### config.mk
export PLATFORM = sky130hd
export DESIGN_NAME = red_pitaya_asg_cfg_bank
export DESIGN_NICKNAME = d
export VERILOG_FILES = /design/src/rtl/asg_cfg_pkg.sv /design/src/rtl/red_pitaya_asg_cfg_slot.sv /design/src/rtl/red_pitaya_asg_cfg_bank.sv
export SDC_FILE = /design/constraint.sdc
export NUM_CORES = 2
export LEC_CHECK = 0
export BUFFER_PORTS_ARGS = -buffer_cell sky130_fd_sc_hd__buf_2
export CORE_ASPECT_RATIO = 0.8
export CORE_MARGIN = 2
export CORE_UTILIZATION = 40
export DETAILED_ROUTE_END_ITERATION = 8
export MAX_ROUTING_LAYER = met4
export PLACE_DENSITY = 0.6
export REMOVE_ABC_BUFFERS = 1
export SLEW_MARGIN = 20
export SYNTH_ARGS = -nofsm -noshare
export SYNTH_HDL_FRONTEND = slang
export SYNTH_SLANG_ARGS = --single-unit
### constraint.sdc
create_clock -name dac_clk_i -period 2.6 [get_ports dac_clk_i]
set_input_delay 0.13 -clock dac_clk_i [delete_from_list [all_inputs] [get_ports dac_clk_i]]
set_output_delay 0.13 -clock dac_clk_i [all_outputs]
set_load 0.03 [all_outputs]
### src/rtl/asg_cfg_pkg.sv
// Shared definitions for the ASG sequence-slot config bank: register map,
// field widths, the per-slot record and its bus read/write helpers.
package asg_cfg_pkg;

   localparam int unsigned AMP_W   = 14;
   localparam int unsigned PTR_MAX = 32;
   localparam int unsigned CNT_W   = 16;
   localparam int unsigned RDLY_W  = 32;
   localparam int unsigned PHASE_W = 2;

   localparam logic [4:0] OFF_AMP_DC = 5'h00;
   localparam logic [4:0] OFF_END    = 5'h04;
   localparam logic [4:0] OFF_STEP   = 5'h08;
   localparam logic [4:0] OFF_START  = 5'h0C;
   localparam logic [4:0] OFF_CYC    = 5'h10;
   localparam logic [4:0] OFF_RDLY   = 5'h14;
   localparam logic [4:0] OFF_PHASE  = 5'h18;

   localparam logic [11:0] ADDR_CTRL    = 12'h400;
   localparam logic [11:0] ADDR_STATUS  = 12'h404;
   localparam logic [11:0] ADDR_BUF_CNT = 12'h408;
   localparam logic [11:0] ADDR_CYC_CNT = 12'h40C;

   // Pointers are held at full 32 bits; bits above RSZ+16 are masked to zero on write.
   typedef struct packed {
      logic [AMP_W-1:0]   amp;
      logic [AMP_W-1:0]   dc;
      logic [PTR_MAX-1:0] end_ptr;
      logic [PTR_MAX-1:0] step;
      logic [PTR_MAX-1:0] start;
      logic [CNT_W-1:0]   ncyc;
      logic [CNT_W-1:0]   rnum;
      logic [RDLY_W-1:0]  rdly;
      logic [PHASE_W-1:0] phase;
   } slot_cfg_t;

   localparam int unsigned SLOT_W = $bits(slot_cfg_t);

   function automatic logic [31:0] ptr_mask(input int unsigned w);
      return (w >= 32) ? '1 : 32'((64'd1 << w) - 64'd1);
   endfunction

   function automatic logic [31:0] slot_read(input slot_cfg_t c, input logic [4:0] off);
      logic [31:0] v;
      v = '0;
      case (off)
         OFF_AMP_DC: begin
            v[13:0]  = c.amp;
            v[29:16] = c.dc;
         end
         OFF_END:   v = c.end_ptr;
         OFF_STEP:  v = c.step;
         OFF_START: v = c.start;
         OFF_CYC:   v = {c.rnum, c.ncyc};
         OFF_RDLY:  v = c.rdly;
         OFF_PHASE: v[1:0] = c.phase;
         default:   v = '0;
      endcase
      return v;
   endfunction

   function automatic slot_cfg_t slot_write(input slot_cfg_t c, input logic [4:0] off,
                                            input logic [31:0] d, input logic [31:0] pmask);
      slot_cfg_t n;
      n = c;
      case (off)
         OFF_AMP_DC: begin
            n.amp = d[13:0];
            n.dc  = d[29:16];
         end
         OFF_END:   n.end_ptr = d & pmask;
         OFF_STEP:  n.step    = d & pmask;
         OFF_START: n.start   = d & pmask;
         OFF_CYC: begin
            n.ncyc = d[15:0];
            n.rnum = d[31:16];
         end
         OFF_RDLY:  n.rdly  = d;
         OFF_PHASE: n.phase = d[1:0];
         default:   n = c;
      endcase
      return n;
   endfunction

endpackage

### src/rtl/red_pitaya_asg_cfg_slot.sv
// One sequence slot: software shadow register, active copy and the pending
// flag that requests a lazy shadow->active transfer.
module red_pitaya_asg_cfg_slot
   import asg_cfg_pkg::*;
#(
   parameter int unsigned RSZ = 16
)(
   input  logic              dac_clk_i,
   input  logic              dac_rst_i,
   input  logic              wen_i,
   input  logic [4:0]        off_i,
   input  logic [31:0]       wdata_i,
   input  logic              commit_i,
   input  logic              copy_ok_i,
   output logic              pending_o,
   output logic [SLOT_W-1:0] shadow_o,
   output logic [SLOT_W-1:0] active_o
);

   localparam logic [31:0] PMASK = ptr_mask(RSZ + 16);

   slot_cfg_t shadow;
   slot_cfg_t active;
   logic      pending;
   logic      copy;

   assign copy = pending & copy_ok_i;

   // A copy samples the pre-write shadow, so a racing write stays uncommitted.
   always_ff @(posedge dac_clk_i) begin
      if (dac_rst_i) begin
         shadow  <= '0;
         active  <= '0;
         pending <= 1'b0;
      end else begin
         if (wen_i)
            shadow <= slot_write(shadow, off_i, wdata_i, PMASK);
         if (copy)
            active <= shadow;
         if (commit_i)
            pending <= 1'b1;
         else if (copy)
            pending <= 1'b0;
      end
   end

   assign pending_o = pending;
   assign shadow_o  = shadow;
   assign active_o  = active;

endmodule

### src/rtl/red_pitaya_asg_cfg_bank.sv
// Config bank feeding red_pitaya_asg_ch_double_buf: N_BUF shadow/active slots,
// lazy per-slot commit, playing-slot tracking and done-pulse counters.
module red_pitaya_asg_cfg_bank
   import asg_cfg_pkg::*;
#(
   parameter int unsigned RSZ   = 16,
   parameter int unsigned N_BUF = 4
)(
   input  logic                        dac_clk_i,
   input  logic                        dac_rst_i,
   input  logic [11:0]                 sys_addr_i,
   input  logic [31:0]                 sys_wdata_i,
   input  logic                        sys_wen_i,
   input  logic                        sys_ren_i,
   output logic [31:0]                 sys_rdata_o,
   output logic                        sys_ack_o,
   input  logic                        asg_rst_i,
   input  logic                        buf_done_i,
   input  logic                        cyc_done_i,
   output logic [14*N_BUF-1:0]         set_amp_all_o,
   output logic [14*N_BUF-1:0]         set_dc_all_o,
   output logic [(RSZ+16)*N_BUF-1:0]   set_end_all_o,
   output logic [(RSZ+16)*N_BUF-1:0]   set_step_all_o,
   output logic [(RSZ+16)*N_BUF-1:0]   set_start_all_o,
   output logic [16*N_BUF-1:0]         set_ncyc_all_o,
   output logic [16*N_BUF-1:0]         set_rnum_all_o,
   output logic [2*N_BUF-1:0]          set_phase_bits_all_o,
   output logic [32*N_BUF-1:0]         set_rdly_all_o,
   output logic [$clog2(N_BUF)-1:0]    slot_idx_o,
   output logic                        commit_busy_o
);

   localparam int unsigned IW = $clog2(N_BUF);
   localparam int unsigned PW = RSZ + 16;

   logic [IW-1:0]     slot_idx;
   logic [N_BUF-1:0]  pending;
   logic [N_BUF-1:0]  copy_ok;
   logic [N_BUF-1:0]  slot_wen;
   logic [SLOT_W-1:0] shadow_v [N_BUF];
   logic [SLOT_W-1:0] active_v [N_BUF];
   logic              slot_hit;
   logic [IW-1:0]     slot_sel;
   logic              commit;
   logic              clr_buf_cnt;
   logic              clr_cyc_cnt;
   logic [31:0]       buf_cnt;
   logic [31:0]       cyc_cnt;
   logic [31:0]       rd_val;

   assign slot_hit    = (sys_addr_i >> (5 + IW)) == '0;
   assign slot_sel    = sys_addr_i[5 +: IW];
   assign commit      = sys_wen_i && (sys_addr_i == ADDR_CTRL) && sys_wdata_i[0];
   assign clr_buf_cnt = sys_wen_i && (sys_addr_i == ADDR_BUF_CNT);
   assign clr_cyc_cnt = sys_wen_i && (sys_addr_i == ADDR_CYC_CNT);

   // The playing slot and the one queued next must not change under the ASG;
   // on a buf_done edge the window slides forward, so the slot after next is held too.
   always_comb begin
      slot_wen = '0;
      copy_ok  = '1;
      for (int unsigned s = 0; s < N_BUF; s++) begin
         slot_wen[s] = sys_wen_i && slot_hit && (slot_sel == IW'(s));
         if (!asg_rst_i) begin
            if ((IW'(s) == slot_idx) || (IW'(s) == slot_idx + IW'(1)))
               copy_ok[s] = 1'b0;
            if (buf_done_i && (IW'(s) == slot_idx + IW'(2)))
               copy_ok[s] = 1'b0;
         end
      end
   end

   for (genvar g = 0; g < N_BUF; g++) begin : g_slot
      slot_cfg_t act;
      logic      ptr_unused;

      red_pitaya_asg_cfg_slot #(
         .RSZ (RSZ)
      ) u_slot (
         .dac_clk_i (dac_clk_i),
         .dac_rst_i (dac_rst_i),
         .wen_i     (slot_wen[g]),
         .off_i     (sys_addr_i[4:0]),
         .wdata_i   (sys_wdata_i),
         .commit_i  (commit),
         .copy_ok_i (copy_ok[g]),
         .pending_o (pending[g]),
         .shadow_o  (shadow_v[g]),
         .active_o  (active_v[g])
      );

      assign act        = slot_cfg_t'(active_v[g]);
      assign ptr_unused = ^{act.end_ptr >> PW, act.step >> PW, act.start >> PW};

      assign set_amp_all_o[14*g +: 14]       = act.amp;
      assign set_dc_all_o[14*g +: 14]        = act.dc;
      assign set_end_all_o[PW*g +: PW]       = act.end_ptr[PW-1:0];
      assign set_step_all_o[PW*g +: PW]      = act.step[PW-1:0];
      assign set_start_all_o[PW*g +: PW]     = act.start[PW-1:0];
      assign set_ncyc_all_o[16*g +: 16]      = act.ncyc;
      assign set_rnum_all_o[16*g +: 16]      = act.rnum;
      assign set_phase_bits_all_o[2*g +: 2]  = act.phase;
      assign set_rdly_all_o[32*g +: 32]      = act.rdly;
   end

   always_comb begin
      rd_val = '0;
      if (slot_hit) begin
         rd_val = slot_read(slot_cfg_t'(shadow_v[slot_sel]), sys_addr_i[4:0]);
      end else begin
         case (sys_addr_i)
            ADDR_STATUS: begin
               rd_val[16 +: N_BUF] = pending;
               rd_val[IW-1:0]      = slot_idx;
            end
            ADDR_BUF_CNT: rd_val = buf_cnt;
            ADDR_CYC_CNT: rd_val = cyc_cnt;
            default:      rd_val = '0;
         endcase
      end
   end

   always_ff @(posedge dac_clk_i) begin
      if (dac_rst_i) begin
         slot_idx    <= '0;
         buf_cnt     <= '0;
         cyc_cnt     <= '0;
         sys_ack_o   <= 1'b0;
         sys_rdata_o <= '0;
      end else begin
         sys_ack_o   <= sys_wen_i | sys_ren_i;
         sys_rdata_o <= sys_ren_i ? rd_val : '0;

         if (asg_rst_i)
            slot_idx <= '0;
         else if (buf_done_i)
            slot_idx <= slot_idx + IW'(1);

         if (clr_buf_cnt)
            buf_cnt <= {31'd0, buf_done_i};
         else if (buf_done_i)
            buf_cnt <= buf_cnt + 32'd1;

         if (clr_cyc_cnt)
            cyc_cnt <= {31'd0, cyc_done_i};
         else if (cyc_done_i)
            cyc_cnt <= cyc_cnt + 32'd1;
      end
   end

   assign slot_idx_o    = slot_idx;
   assign commit_busy_o = |pending;

endmodule

# After elaboration in Yosys (flattened, before gate mapping)
# Index checks and enable logic that the tools add are counted.
[totals] register_bits=1623 in_bits=51 elab_cells=216
[classes] mux=37 n_bitwise=7 n_lt_le_gt_ge=1 eq_ne=22 add_sub_neg=4 reduce_logical=62
[ops] op="$bmux 190 s2" n=1
[ops] op="$mux 190" n=2
[ops] op="$pmux 14 s6" n=1
[ops] op="$pmux 12 s6" n=1
[ops] op="$add 32x1->32 const B" n=2
[ops] op="$reduce_and 2->1" n=28
[ops] op="$eq 12x11->1 const B" n=4
[ops] op="$mux 32" n=1
[ops] op="$pmux 14 s2" n=1
[ops] op="$mux 1" n=24
[ops] op="$pmux 12 s2" n=1
[ops] op="$pmux 2 s5" n=2
[ops] op="$eq 5x5->1 const B" n=3
[ops] op="$pmux 2 s7" n=1
[ops] op="$logic_and 1x1->1" n=13
[ops] op="$eq 2x2->1 const A" n=6
[ops] op="$logic_not 12->1" n=1
[ops] op="$pmux 4 s3" n=1
[ops] op="$reduce_bool 2->1" n=6
[ops] op="$eq 5x4->1 const B" n=2
[ops] op="$logic_not 2->1" n=4
[ops] op="$reduce_or 2->1" n=4
[ops] op="$eq 1x2->1 const A" n=3
[ops] op="$pmux 2 s3" n=1
[ops] op="other kinds (13)" n=20

# Longest topological paths before layout
[depth] depth_word=9 mapped_depth=10

# Modules after synthesis
# A second synthesis with hierarchy kept.
[hier_totals] hier_cells=6847 hier_area_um2=65805.6
[by_module_without_submodules] module="red_pitaya_asg_cfg_slot" cells_each=1487 instances=4 area_each_um2=13903.3 seq_area_each_um2=7627.3
[by_module_without_submodules] module="red_pitaya_asg_cfg_bank" cells_each=899 instances=1 area_each_um2=10192.3 seq_area_each_um2=1981.9

# Worst setup path after synthesis
# OpenSTA, ideal clock, no wires.
[synth_timing] path_kind="flip-flop to flip-flop" startpoint="reg slot_idx[0] (netlist: slot_idx_o[0])" endpoint="reg g_slot[2].u_slot.active, in the netlist g_slot[2].u_slot.active_o[130]" path_slack_ns=0.167 arrival_time_ns=2.361 n_path_buf=3 stages_incl_launch_ff=11 synth_period_minus_slack_ns=2.433 path_cell_list="dfxtp_1 > inv_1 > ha_1 > a21oi_1 > nor2_1 > nor2b_1 > clkbuf_1 > clkbuf_1 > clkbuf_1 > nand2_1 > a21oi_1"
[synth_between] elab_chain_len=7 word_cells_on_any_way=11
[synth_rtl] element="from (decl)" line_no="red_pitaya_asg_cfg_bank.sv:36" text="logic [IW-1:0] slot_idx;"
[synth_rtl] element="from (signal assigned)" line_no="red_pitaya_asg_cfg_bank.sv:137" text="slot_idx <= slot_idx + IW'(1);"
[synth_rtl] element="$add 2x1->2" line_no="red_pitaya_asg_cfg_bank.sv:65" text="if ((IW'(s) == slot_idx) || (IW'(s) == slot_idx + IW'(1)))"
[synth_rtl] element="$eq 2x2->1" line_no="red_pitaya_asg_cfg_bank.sv:65"
[synth_rtl] element="$logic_or 1x1->1" line_no="red_pitaya_asg_cfg_bank.sv:65"
[synth_rtl] element="$mux 1" line_no="red_pitaya_asg_cfg_bank.sv:65"
[synth_rtl] element="$mux 1 (*)" line_no="red_pitaya_asg_cfg_bank.sv:67" text="if (buf_done_i && (IW'(s) == slot_idx + IW'(2)))"
[synth_rtl] element="$mux 1 (*)" line_no="red_pitaya_asg_cfg_bank.sv:64" text="if (!asg_rst_i) begin"
[synth_rtl] element="$and 1x1->1 (*)" line_no="red_pitaya_asg_cfg_slot.sv:27" text="assign copy = pending & copy_ok_i;"
[synth_rtl] element="to (signal assigned)" line_no="red_pitaya_asg_cfg_slot.sv:39" text="active <= shadow;"
[synth_rtl] element="to (decl)" line_no="red_pitaya_asg_cfg_slot.sv:23" text="slot_cfg_t active;"
# Every way passes the cells marked *; elsewhere a longest branch is shown, timed or not.
# A chain may end at the register's enable or synchronous reset.

# Worst setup path in the final report
[layout_timing] startpoint="reg slot_idx[0] (netlist: slot_idx_o[0])" endpoint="reg g_slot[2].u_slot.active, in the netlist g_slot[2].u_slot.active_o[19]"
# The elaborated chain is that of the path after synthesis.

==> run_results.csv <==
group,metric,value,unit
yosys,yosysUniqueCellTypes,55,
worst_setup_path,crit_type,"flip-flop to flip-flop",
pwr,p_total,0.05099,W
route,drt-total-wl,282900,microns
sta,drv_slew,0,
worst_setup_path,worstSetupEndpointType,"flip-flop",
pwr,clkPwrFrac,0.482,
yosys,postSynthAreaPerCell,8.220,sq um
placement,hpwl,194000,microns
grt,antenna_found_initial,17,
placement,dpl_worst_slack,-43.81,ps
yosys,ys_seq_area_frac,0.5170,
floorplan,io-pin-count,847,
route,vias,60140,
grt,grt_pass1_wl,396000,microns
job,cap_violations,0,
yosys,synth.area.top_cells,"dfxtp_1, nand2_1, a21oi_1",
pwr,power.density,665.3,nW/um^2
yosys,synth_top_area_share,0.5170,
sta,fmax,408.0,MHz
cts,cts_sinks,1623,
yosys,yosys.area.top_type,"dfxtp_1",
placement,io_buffers,846,
placement,dp_cells,10220,
sta,postLayoutSetupSlackWorst,149.1,ps
grt,grt_remaining_overflow,0,
pwr,pwr-share-comb,0.030,
cts,cts-root-buf,"clkbuf_16",
sta,tightest_slew,1133,ps
floorplan,die_x,447.2,microns
floorplan,die_area,160300,sq um
min_path,hp-start,"sys_addr_i[11]",
pwr,switching_power,0.01182,W
pwr,p_seq_frac,0.488,
grt,grt_max_degree,163,
grt,first_global_vias,55680,
final_layout,final_cell_area,76650,sq um
cts,cts_setup_buffers,0,
sta,period_minus_slack,2451,ps
route,wl_per_cell,26.74,microns
yosys,yosysWarnings,0,
final_layout,final-seq-area,32490,sq um
yosys,postSynthCellCount,7646,
final_layout,final_cell_mix,"nand2_1, dfxtp_1, a21oi_1",
final_layout,fin_nets,8381,
final_layout,final_common_cell,"nand2_1",
cts,cts_tree,"built",
worst_setup_path,critPathRequiredTime,3340,ps
sta,slew_headroom,0.2449,
worst_setup_path,arrival,3190,ps
yosys,synth_seq_cells,1623,
floorplan,rows,130,
cts,cts_buffers,164,
route,avgViaCountPerCell,5.686,
route,first_pass_iters,8,
route,dr.first_iter.drc_count,7796,
placement,gp_congestion,0.9685,
worst_setup_path,reg2reg_from,"slot_idx_o[0]",
pwr,p_leak,27.48,nW
pwr,p_int,0.03917,W
grt,grt_use_total,0.3491,
cts,clk_latency,820,ps
cts,cts.clk_slew.worst_paths,60,ps
cts,cts_max_path_buffers,3,
floorplan,start_util,0.4017,
final_layout,multiInputGateArea,27830,sq um
pwr,p_sw_frac,0.2319,
cts,cts.htree.levels,4,
final_layout,drive_gt1_frac,0.2028,
worst_setup_path,start_kind,"flip-flop",
final_layout,stdcell_count,10580,
placement,placed_area,70650,sq um
route,drc,0,
worst_setup_path,startpoint,"slot_idx_o[0]",
final_layout,syn2layout_area_growth,21.95,%
floorplan,coreArea,156500,sq um
worst_setup_path,worstPathMaxFanout,28,
sta,timing.final.crit_share,0.9426,
final_layout,nFillCells,15090,
route,drtAntennaViolNets,0,
sta,clock_skew,23.01,ps
outcome,run_status,"completed",
floorplan,die_y,358.5,microns
pwr,irDropWorstVdd,0.5015,mV
yosys,syn_area,62850,sq um
sta,final_hold_viol_count,0,
sta,setup_viol,0,
sta,rsz0062_at_grt,"no",
min_path,hp-class,"input port to flip-flop",
worst_setup_path,ff2ff_setup_slack,150,ps
==> critical path: stages, from the launching register on <==
cell	delay [ps]
dfxtp_1	450
inv_1	140
ha_1	350
a21oi_1	270
nor2_1	130
nor2b_4	240
buf_12	230
buf_12	230
nand2_1	140
a21oi_1	140
==> power groups by stage <==
stage	Sequential, W	Combinational [W]	Clock (W)
finish	0.0249	0.00152	0.0246
global placement	0.0254	0.00141	0
CTS	0.0249	0.00148	0.0248
global route	0.0249	0.00157	0.0258
floorplan	0.0254	0.000230	0
detailed placement	0.0254	0.00142	0
==> cells in the mapped netlist (all sizes together) <==
cell and number:
and4 30, nand4 31, a31o 2, o22ai 6, or3 17, a311oi 1
nand4b 3, mux2i 7, a222oi 6, nor4bb 1, inv 13, buf 225
a211oi 2, a221oi 27, clkbuf 434, nand3 29, and3 16, and2 9
mux4 190, nor2b 6, o21ai 18, mux2 9, xnor2 29, nor4b 6
nor2 79, a21oi 1536, ha 8, a21boi 14, o31ai 1, nand2b 1
a22oi 67, a22o 1, nor3 41, nor4 17, or4 3, dfxtp 1623
nand2 3106, xor2 19, nor3b 12, a21o 1
==> cells by family after synthesis <==
| family | count (synthesis) | synth area share |
|---|---|---|
| simple gates | 3407 | 0.2148 |
| compound gates | 1682 | 0.1429 |
| xor+xnor | 48 | 0.006689 |
| buf+inv | 672 | 0.04620 |
| fa+ha+maj | 8 | 0.001593 |
| mux | 206 | 0.07081 |
| flops | 1623 | 0.5170 |
==> layer usage <==
layer | part of all wire | wire [microns] | vias to the layer above | track usage
met5 | 0 | 0 | - | -
met4 | 0.053 | 14950 | 0 | 0.1685
met3 | 0.10 | 29250 | 676 | 0.07374
met2 | 0.45 | 127600 | 3518 | 0.5263
met1 | 0.39 | 111100 | 29210 | 0.4460
li1 | - | - | 26740 | -
==> path summary, 6_finish.rpt <==
path,cells past startpoint,endpoint
max,9,g_slot[2].u_slot.active_o[19]
min reg2reg,2,g_slot[1].u_slot.active_o[174]
min,7,g_slot[1].u_slot.shadow_o[1]
max reg2reg,9,g_slot[2].u_slot.active_o[19]
==> layout make-up <==
| type | count | area share |
|---|---|---|
| Clock inverter | 55 | 0.008782 |
| Inverter | 13 | 0.0006366 |
| Multi-Input combinational cell | 5351 | 0.3630 |
| Sequential cell | 1623 | 0.4239 |
| Tap cell | 2112 | 0.03448 |
| Antenna cell | 13 | 0.0004244 |
| Clock buffer | 242 | 0.06327 |
| Timing Repair Buffer | 1169 | 0.1055 |
==> flip-flops by register name, summed over array words and instances, names as in the netlist <==
name / count
g_slot.u_slot.shadow_o: 760
g_slot.u_slot.pending_o: 4
sys_rdata_o: 32
slot_idx_o: 2
buf_cnt: 32
sys_ack_o: 1
cyc_cnt: 32
g_slot.u_slot.active_o: 760
==> repair_timing <==
action,CTS,global route
endpoints found under the hold margin,812,0
hold buffers,44,0
setup endpoints to repair,0,1
gates resized for setup,0,1
==> through the flow <==
step	utilization	hold slack, ps	TNS (ps)
after floorplan	-	192.4	-5776460
after global placement	0.4515	440.0	0
after detailed placement	0.4515	443.5	-43.81
after CTS	0.4896	32.59	0
after global routing	0.4898	90.64	0
final	0.4898	80.11	0
Note: power is estimated with default switching activity, not from simulation.
